`src/rtl/fifo_pkg.sv`:
```
// fifo_pkg: shared state type and width helpers for the FIFO burst-drain engine.
package fifo_pkg;

    typedef enum logic [0:0] {
        IDLE  = 1'b0,
        BURST = 1'b1
    } drain_state_e;

    // Width of a counter that must hold the value n itself (0..n).
    function automatic int unsigned count_width(input int unsigned n);
        return $clog2(n) + 1;
    endfunction

    // Unsigned minimum, evaluated at full integer width before the caller truncates.
    function automatic int unsigned min_count(input int unsigned a, input int unsigned b);
        return (a < b) ? a : b;
    endfunction

endpackage

```
`src/rtl/burst_timeout_timer.sv`:
```
// burst_timeout_timer: counts idle cycles while a partial burst is waiting in the
// FIFO and flags when the wait has lasted TIMEOUT_CYCLES cycles. Saturates at the
// hit value so the flag stays up until the drain engine starts a burst.
module burst_timeout_timer
    import fifo_pkg::*;
#(
    parameter int unsigned TIMEOUT_CYCLES = 64
) (
    input  logic clk,
    input  logic rstn,
    input  logic clear_i,
    input  logic run_i,
    output logic timeout_hit_o
);

    localparam int unsigned TW = count_width(TIMEOUT_CYCLES);
    localparam logic [TW-1:0] HIT_VAL = TW'(TIMEOUT_CYCLES - 1);

    logic [TW-1:0] timer_q;
    logic [TW-1:0] timer_d;

    // Next timer value: count up while running, hold at the hit value, otherwise restart.
    always_comb begin
        timer_d = '0;
        if (run_i) begin
            timer_d = (timer_q == HIT_VAL) ? timer_q : timer_q + TW'(1);
        end
    end

    // Timer register with synchronous reset and clear.
    always_ff @(posedge clk) begin
        if (!rstn || clear_i) begin
            timer_q <= '0;
        end else begin
            timer_q <= timer_d;
        end
    end

    assign timeout_hit_o = (timer_q == HIT_VAL);

endmodule

```
`src/rtl/fifo_burst_drain.sv`:
```
// fifo_burst_drain: drains a first-word-fall-through sync FIFO towards a
// valid/ready consumer in bursts of at most BURST_LEN beats.
// Optional idle timeout (forces a partial burst) is enabled by defining the
// macro FIFO_BURST_DRAIN_TIMEOUT_EN; without it partial bursts need flush.
//
// state | meaning
// IDLE  | no burst; watch fifo_count for a full burst, flush or timeout
// BURST | pass-through of len_q beats from FIFO to consumer
module fifo_burst_drain
    import fifo_pkg::*;
#(
    parameter int unsigned DATA_WIDTH     = 8,
    parameter int unsigned FIFO_DEPTH     = 256,
    parameter int unsigned BURST_LEN      = 16,
    parameter int unsigned TIMEOUT_CYCLES = 64
) (
    input  logic                         clk,
    input  logic                         rstn,
    input  logic [DATA_WIDTH-1:0]        fifo_data,
    input  logic                         fifo_valid,
    output logic                         fifo_ready,
    input  logic [$clog2(FIFO_DEPTH):0]  fifo_count,
    output logic [DATA_WIDTH-1:0]        out_data,
    output logic                         out_valid,
    input  logic                         out_ready,
    output logic                         out_last,
    output logic [$clog2(BURST_LEN):0]   out_len,
    input  logic                         flush,
    input  logic                         clear,
    output logic                         busy
);

    localparam int unsigned CNT_W = count_width(FIFO_DEPTH);
    localparam int unsigned LEN_W = count_width(BURST_LEN);
    localparam logic [CNT_W-1:0] FULL_CNT = CNT_W'(BURST_LEN);

    drain_state_e   state_q, state_d;
    logic [LEN_W-1:0] beat_cnt_q, beat_cnt_d;
    logic [LEN_W-1:0] len_q, len_d;

    logic             timeout_hit;
    logic             start_full;
    logic             start_part;
    logic             abort;
    logic [LEN_W-1:0] start_len;
    logic [LEN_W-1:0] last_idx;

    // A clear or reset cycle must not pop the FIFO or present a beat: the
    // registers are about to forget the burst, so any word taken now would be lost.
    assign abort      = clear | ~rstn;
    assign start_full = (fifo_count >= FULL_CNT);
    assign start_part = (flush | timeout_hit) & (fifo_count != '0);
    assign start_len  = LEN_W'(min_count(32'(fifo_count), BURST_LEN));
    assign last_idx   = len_q - LEN_W'(1);

`ifdef FIFO_BURST_DRAIN_TIMEOUT_EN
    logic timer_run;

    assign timer_run = (state_q == IDLE) && (fifo_count != '0) && (fifo_count < FULL_CNT);

    burst_timeout_timer #(
        .TIMEOUT_CYCLES (TIMEOUT_CYCLES)
    ) u_timeout (
        .clk           (clk),
        .rstn          (rstn),
        .clear_i       (clear),
        .run_i         (timer_run),
        .timeout_hit_o (timeout_hit)
    );
`else
    logic unused_timeout_cfg;

    assign unused_timeout_cfg = ^TIMEOUT_CYCLES;
    assign timeout_hit        = 1'b0;
`endif

    // Next-state, burst bookkeeping and the combinational pass-through datapath.
    always_comb begin
        state_d    = state_q;
        beat_cnt_d = beat_cnt_q;
        len_d      = len_q;
        out_data   = fifo_data;
        out_valid  = 1'b0;
        fifo_ready = 1'b0;
        out_last   = 1'b0;
        out_len    = '0;
        busy       = 1'b0;

        case (state_q)
            IDLE: begin
                if (start_full || start_part) begin
                    len_d      = start_len;
                    beat_cnt_d = '0;
                    state_d    = BURST;
                end
            end

            BURST: begin
                busy       = 1'b1;
                out_len    = len_q;
                out_valid  = fifo_valid & ~abort;
                fifo_ready = out_ready & ~abort;
                out_last   = out_valid & (beat_cnt_q == last_idx);
                if (out_valid && out_ready) begin
                    beat_cnt_d = beat_cnt_q + LEN_W'(1);
                    if (out_last) begin
                        state_d = IDLE;
                    end
                end
            end

            default: begin
                state_d = IDLE;
            end
        endcase
    end

    // State and burst registers; clear has the same effect as reset.
    always_ff @(posedge clk) begin
        if (!rstn || clear) begin
            state_q    <= IDLE;
            beat_cnt_q <= '0;
            len_q      <= '0;
        end else begin
            state_q    <= state_d;
            beat_cnt_q <= beat_cnt_d;
            len_q      <= len_d;
        end
    end

endmodule

```
`config.mk`:
```
export PLATFORM = sky130hd
export DESIGN_NAME = fifo_burst_drain
export DESIGN_NICKNAME = d
export VERILOG_FILES = /design/src/rtl/fifo_pkg.sv /design/src/rtl/burst_timeout_timer.sv /design/src/rtl/fifo_burst_drain.sv
export SDC_FILE = /design/constraint.sdc
export NUM_CORES = 1
export LEC_CHECK = 0
export ABC_AREA = 1
export CORE_MARGIN = 5
export CORE_UTILIZATION = 41
export DETAILED_ROUTE_END_ITERATION = 6
export PLACE_DENSITY = 0.87
export SETUP_SLACK_MARGIN = 0.5
export SLEW_MARGIN = 20
export SYNTH_ARGS = -nofsm -noshare
export SYNTH_HDL_FRONTEND = slang
export SYNTH_HIERARCHICAL = 1
export SYNTH_SLANG_ARGS = --single-unit
```
`constraint.sdc`:
```
create_clock -name clk -period 2.15 [get_ports clk]
set_input_delay 0.5375 -clock clk [delete_from_list [all_inputs] [get_ports clk]]
set_output_delay 0.5375 -clock clk [all_outputs]
set_load 0.05 [all_outputs]
```
==> qor.txt, run 1 <==
Result of the run = finished, violations left
Violated checks = setup timing
Reg2Reg Setup Slack = 820 ps
Seq cells post-synth = 11
Clock-pin slew on the worst setup and hold paths = 70 ps
TritonCTS clock tree = built
Rel. slew slack = 0.815
Post-Synth XOR/XNOR Area = 0.0397
Remaining antenna violation count = 0
DR vias/cell = 4.83
Final Critical Period = 2160 ps
Worst VDD drop = 0.400 mV
Tcrit/Tclk final = 1.01
Die W = 56.4 um
Post-synthesis mux area share = 0
Syn nets = 165
Bufs and invs on worst path = 2
CP Max Fanout = 2
Int Power = 0.331 mW
First-pass GRT wire length = 3730 um
Cell area power density = 355 mW/mm2
Max-cap violations = 0
Reg2Reg Depth = 9
Critical Path End Type = output pin
Syn. warnings = 6
Drt first pass iters = 4
Peak Freq = 462 MHz
Clock Sinks = 11
Root buffer cell = clkbuf_4
Cell count after synthesis = 140
Largest delay share family, worst path = simple AND/OR/NAND/NOR gates
Hold Path Depth = 1
Hold path start = beat_cnt_q[0]
Post-synthesis simple-gate area fraction = 0.418
Cts bufs inserted = 3
Critical path data arrival time = 1630 ps
Fillers = 173
Initial Utilization = 0.441
Slowest stage delay, CP = 360 ps
DR iter-0 viols = 19
Boundary Pins = 40
Combinational Power Share = 0.240
Combinational family with the most area after synthesis = simple AND/OR/NAND/NOR gates
Setup_tns = -12.6 ps
Clock Power Share = 0.307
GRT Residual Overflow = 0
Die height = 56.4 um
Setup-failing EPs final = 1
Critical path's slowest cell = dfxtp_4
Detailed Place HPWL = 1740 um
Area after DPL = 0.00119 mm2
Placer congestion estimate = 0.855
Pin count of the biggest net entering global routing = 11
HP Class = register to register
Adder-cell area share of the yosys netlist = 0.0284
Tot GR Track Use = 0.146
Unique masters post-synth = 22
Mapped Area = 882 um2
Clock Skews = 0.592 ps
Share of the core filled with cells = 0.655
Part of the power in registers = 0.452
R2r endpoint = state_q
DRT Wirelength = 2350 um
Die ar. = 0.00318 mm2
Sequential-to-total area share from yosys stat = 0.250
Max clock buf depth = 2
Share of cells above drive strength 1 = 0.322
Core Rows = 16
Most used cell, CP = nor2_2
CP Class = register to output pin
CP required = 1610 ps
Port bufs = 23
Hold path endpoint = beat_cnt_q[0]
Clock Latency Late Sink = 270 ps
Nets = 197
Total power draw = 0.465 mW
Vias in the first global route = 895
Via count = 957
Core Footprint = 0.00200 mm2
Hold Vio Cnt, Final = 0
Unrepaired setup endpoints after global routing = yes
# diodes = 0
P&R area growth vs syn = 48.7%
Net Sw Power = 0.134 mW
Final Max Tran Viols = 0
CP Launch Type = register
R2R Path Start = len_q[0]
Average size of a mapped cell = 6.30 um2
Compound-cell area share of the yosys netlist = 0.0780
Worst-margin pin slew = 278 ps
Hold_ws = 519 ps
Critical path cell sequence = inv_4, ha_4, nor2_2, nor2_1, nand3_1, nor2_2, nand2_2, nor2_4, buf_12
Initial antenna violation count = 0
Switching share of power = 0.288
Final WS setup = -12.6 ps
Per-cell routed wire length = 11.8 um
Pleak = 0.635 nW
Drc violations = 0
Design Area, Final = 0.00131 mm2
Htree depth = 1
worst max-delay path by stage:
stage,startpoint,endpoint,slack (ps),cells past startpoint
2_1_floorplan,len_q[1],out_last,280,9
3_3_place_gp,rstn,out_last,-190,8
3_5_place_dp,rstn,out_last,-220,8
4_1_cts,len_q[1],out_last,-50,10
5_1_grt,len_q[1],out_last,-100,10
6_report,len_q[0],out_last,-10,9
kinds of logic after synthesis:
family | after synthesis
DFF | 11
AOI/OAI and AO/OA | 13
buffers and inverters | 35
xor gates and xnor gates | 4
adders and majority gates | 2
and+or+nand+nor | 75
power by group through the flow:
stage          combinational, mW  clock (mW)  sequential (mW)
3_5_place_dp               0.101           0            0.216
3_3_place_gp              0.0986           0            0.216
6_report                   0.112       0.143            0.210
2_1_floorplan             0.0877           0            0.219
5_1_grt                    0.120       0.164            0.211
4_1_cts                    0.110       0.148            0.210
metal layers:
metal / global-route usage / part of all wire / vias to the layer above
met4: 0.0441 / 0.012 / 0
li1: - / - / 486
met2: 0.280 / 0.55 / 22
met1: 0.144 / 0.38 / 445
met5: 0 / 0 / -
met3: 0.0505 / 0.057 / 4
synthesized netlist by cell type, drive strengths merged:
cell type	instances	area, um2
ha	2	25.0
a21oi	6	30.0
nor3	2	15.0
nor2	17	95.1
nand4	1	6.26
xnor2	1	8.76
nand3	12	60.1
o21ai	4	20.0
dfxtp	11	220
o22ai	3	18.8
nand2	42	185
nand3b	1	7.51
buf	8	60.1
xor2	3	26.3
inv	27	104
flip-flops by register name, indices dropped and copies added (netlist names):
| register | flops |
|---|---|
| beat_cnt_q | 5 |
| len_q | 5 |
| state_q | 1 |
final cells by class:
| class | count | area (um2) | area share |
|---|---|---|---|
| Tap cell | 27 | 33.8 | 0.0258 |
| Inverter | 27 | 111 | 0.0849 |
| Sequential cell | 11 | 229 | 0.175 |
| Multi-Input combinational cell | 94 | 562 | 0.428 |
| Timing Repair Buffer | 35 | 349 | 0.266 |
| Clock buffer | 4 | 26.3 | 0.0200 |
what timing repair did:
action | 4_1_cts | 5_1_grt
hold buffers | 0 | 0
endpoints found under the setup margin | 7 | 4
gates resized for setup | 26 | 8
buffers inserted | 6 | 0
pin swaps | 8 | 4
through the flow:
stage	worst slack [ps]	instances
floorplan	280	140
global placement	-191	188
detailed placement	-217	188
CTS	-48.7	198
global route	-95.8	198
finish	-12.6	198
layout by cell type, fill, tap and decap left out, drive strengths merged, types with 3 or more instances in the layout:
| cell | n |
|---|---|
| a21oi | 6 |
| buf | 22 |
| clkbuf | 4 |
| clkdlybuf4s50 | 10 |
| dfxtp | 11 |
| inv | 27 |
| nand2 | 42 |
| nand3 | 12 |
| nor2 | 17 |
| o21ai | 4 |
| o22ai | 3 |
| xor2 | 3 |
Note: power is estimated with default switching activity, not from simulation.
==> inputs of run 2 (changes only) <==
Settings changed: CTS_CLUSTER_SIZE set to 25, SETUP_SLACK_MARGIN 0.5 to not set.
==> run 2 against run 1 <==
The run still ends with setup timing left. Clock skew increased by 1.2 ps. Combinational power decreased by 6%. Global-route usage increased by 0.83 points. Routed wire length decreased by 0.90%. Sequential share of layout area increased by 0.46 points. Largest power group unchanged. Critical endpoint unchanged. Via count decreased by 0.73%.
==> qor.txt, run 2 (synthesis gave the netlist of run 1 again) <==
Result of the run = finished, violations left
Violated checks = setup timing
Htree depth = 1 (unchanged)
Initial antenna violation count = 0 (unchanged)
Cts bufs inserted = 3 (unchanged)
Via count = 950 (-0.73%)
Critical Path End Type = output pin
Most frequent cells in the layout = nand2_1 (37), inv_1 (24), buf_4 (18)
Boundary Pins = 40 (unchanged)
Final Max Tran Viols = 0 (unchanged)
Clock Skews = 1.78 ps (+1.18 ps)
GRT Residual Overflow = 0 (unchanged)
# diodes = 0 (unchanged)
Reg2Reg Setup Slack = 880 ps (+60 ps)
Share of cells above drive strength 1 = 0.251 (-0.0702)
Largest regs = beat_cnt_q x5, len_q x5, state_q x1
Most common cell after layout, fill and taps aside = nand2_1
P&R area growth vs syn = 40.9%
Rel. slew slack = 0.847 (+0.0319)
Root buffer cell = clkbuf_4
Worst VDD drop = 0.250 mV (-37%)
DR vias/cell = 4.80 (-0.73%)
Nets = 197 (unchanged)
CP required = 1610 ps (about the same)
CP Launch Type = register
Max clock buf depth = 2 (unchanged)
Die ar. = 0.00318 mm2 (unchanged)
TritonCTS clock tree = built
DR iter-0 viols = 21 (+2)
Die W = 56.4 um (unchanged)
Die height = 56.4 um (unchanged)
Per-cell routed wire length = 11.7 um (-0.90%)
Tot GR Track Use = 0.154 (+0.00831)
Port bufs = 23 (unchanged)
Unrepaired setup endpoints after global routing = yes
CP Class = register to output pin
Initial Utilization = 0.441 (unchanged)
Detailed Place HPWL = 1790 um (+3.0%)
Peak Freq = 462 MHz (about the same)
CP Max Fanout = 2 (unchanged)
Hold Vio Cnt, Final = 0 (unchanged)
Core Rows = 16 (unchanged)
Vias in the first global route = 925 (+3.4%)
Remaining antenna violation count = 0 (unchanged)
Setup_tns = -13.5 ps (-0.904 ps)
HP Class = register to register
Worst-margin pin slew = 229 ps (-49.5 ps)
Setup-failing EPs final = 1 (unchanged)
Drt first pass iters = 4 (unchanged)
Clock Sinks = 11 (unchanged)
Final Critical Period = 2160 ps (+0.904 ps)
Pin count of the biggest net entering global routing = 11 (unchanged)
Clock Latency Late Sink = 270 ps (about the same)
Core Footprint = 0.00200 mm2 (unchanged)
Design Area, Final = 0.00124 mm2 (-5.2%)
Cell area power density = 369 mW/mm2 (+4.2%)
Critical path data arrival time = 1630 ps (about the same)
Final WS setup = -13.5 ps (-0.904 ps)
Placer congestion estimate = 0.856 (+0.15%)
Hold Buf Count CTS = 0 (unchanged)
Clock-pin slew on the worst setup and hold paths = 70 ps (about the same)
Max-cap violations = 0 (unchanged)
Tcrit/Tclk final = 1.01 (about the same)
Drc violations = 0 (unchanged)
First-pass GRT wire length = 3950 um (+5.7%)
Pleak = 0.615 nW (-3.1%)
Area after DPL = 0.00118 mm2 (-1.3%)
DRT Wirelength = 2330 um (-0.90%)
[run 2: cell type report]
| cell class | count | area [um2] |
|---|---|---|
| tap | 27 | 33.8 |
| fill | 186 | 759 |
| sequential | 11 | 223 |
| clock buffer | 4 | 26.3 |
| multi-input combinational | 94 | 524 |
| timing repair buffer | 35 | 332 |
| inverter | 27 | 104 |
[run 2: where the power goes]
part / total [mW] / internal (mW) / switching [mW]
sequential: 0.209 / 0.207 / 0.00261
combinational: 0.105 / 0.0494 / 0.0553
clock: 0.145 / 0.0720 / 0.0729
total: 0.459 / 0.328 / 0.131
[run 2: repair_timing]
item | in CTS | in global routing
resized for setup | 8 | 2
pin swaps | 8 | 1
endpoints found under the setup margin | 2 | 1
buffers inserted | 3 | 0
[run 2: per-stage QoR]
stage	cells	utilization	worst slack, ps	total power [mW]	hold slack [ps]
after detailed placement	191	0.588	-200	0.316	506
after global placement	191	0.588	-160	0.312	490
after CTS	198	0.618	-58.4	0.460	517
final	198	0.621	-13.5	0.459	523
after floorplan	140	-	-32.6	0.302	466
after global routing	198	0.621	-122	0.485	543
[run 2: worst paths after layout]
kind / end / from / depth (start not counted)
worst min-delay path: len_q[4] / len_q[4] / 2
worst max-delay path: out_last / len_q[1] / 10
worst min register to register: len_q[4] / len_q[4] / 2
worst max register to register: state_q / len_q[1] / 10
[run 2: critical path: stages, from the launching register on]
cell	delay (ps)
dfxtp_2	330
inv_2	50
ha_4	240
nand2_1	50
inv_1	40
nor2_1	90
nand3_1	90
nor2_2	100
nand2_1	70
nor2_2	140
buf_12	150
[run 2: layer usage]
layer	up-vias	GRT usage	routed length [um]
met4	0	0.0407	27
met5	-	0	0
met3	4	0.0482	131
met1	427	0.156	907
met2	31	0.299	1260
li1	488	-	-
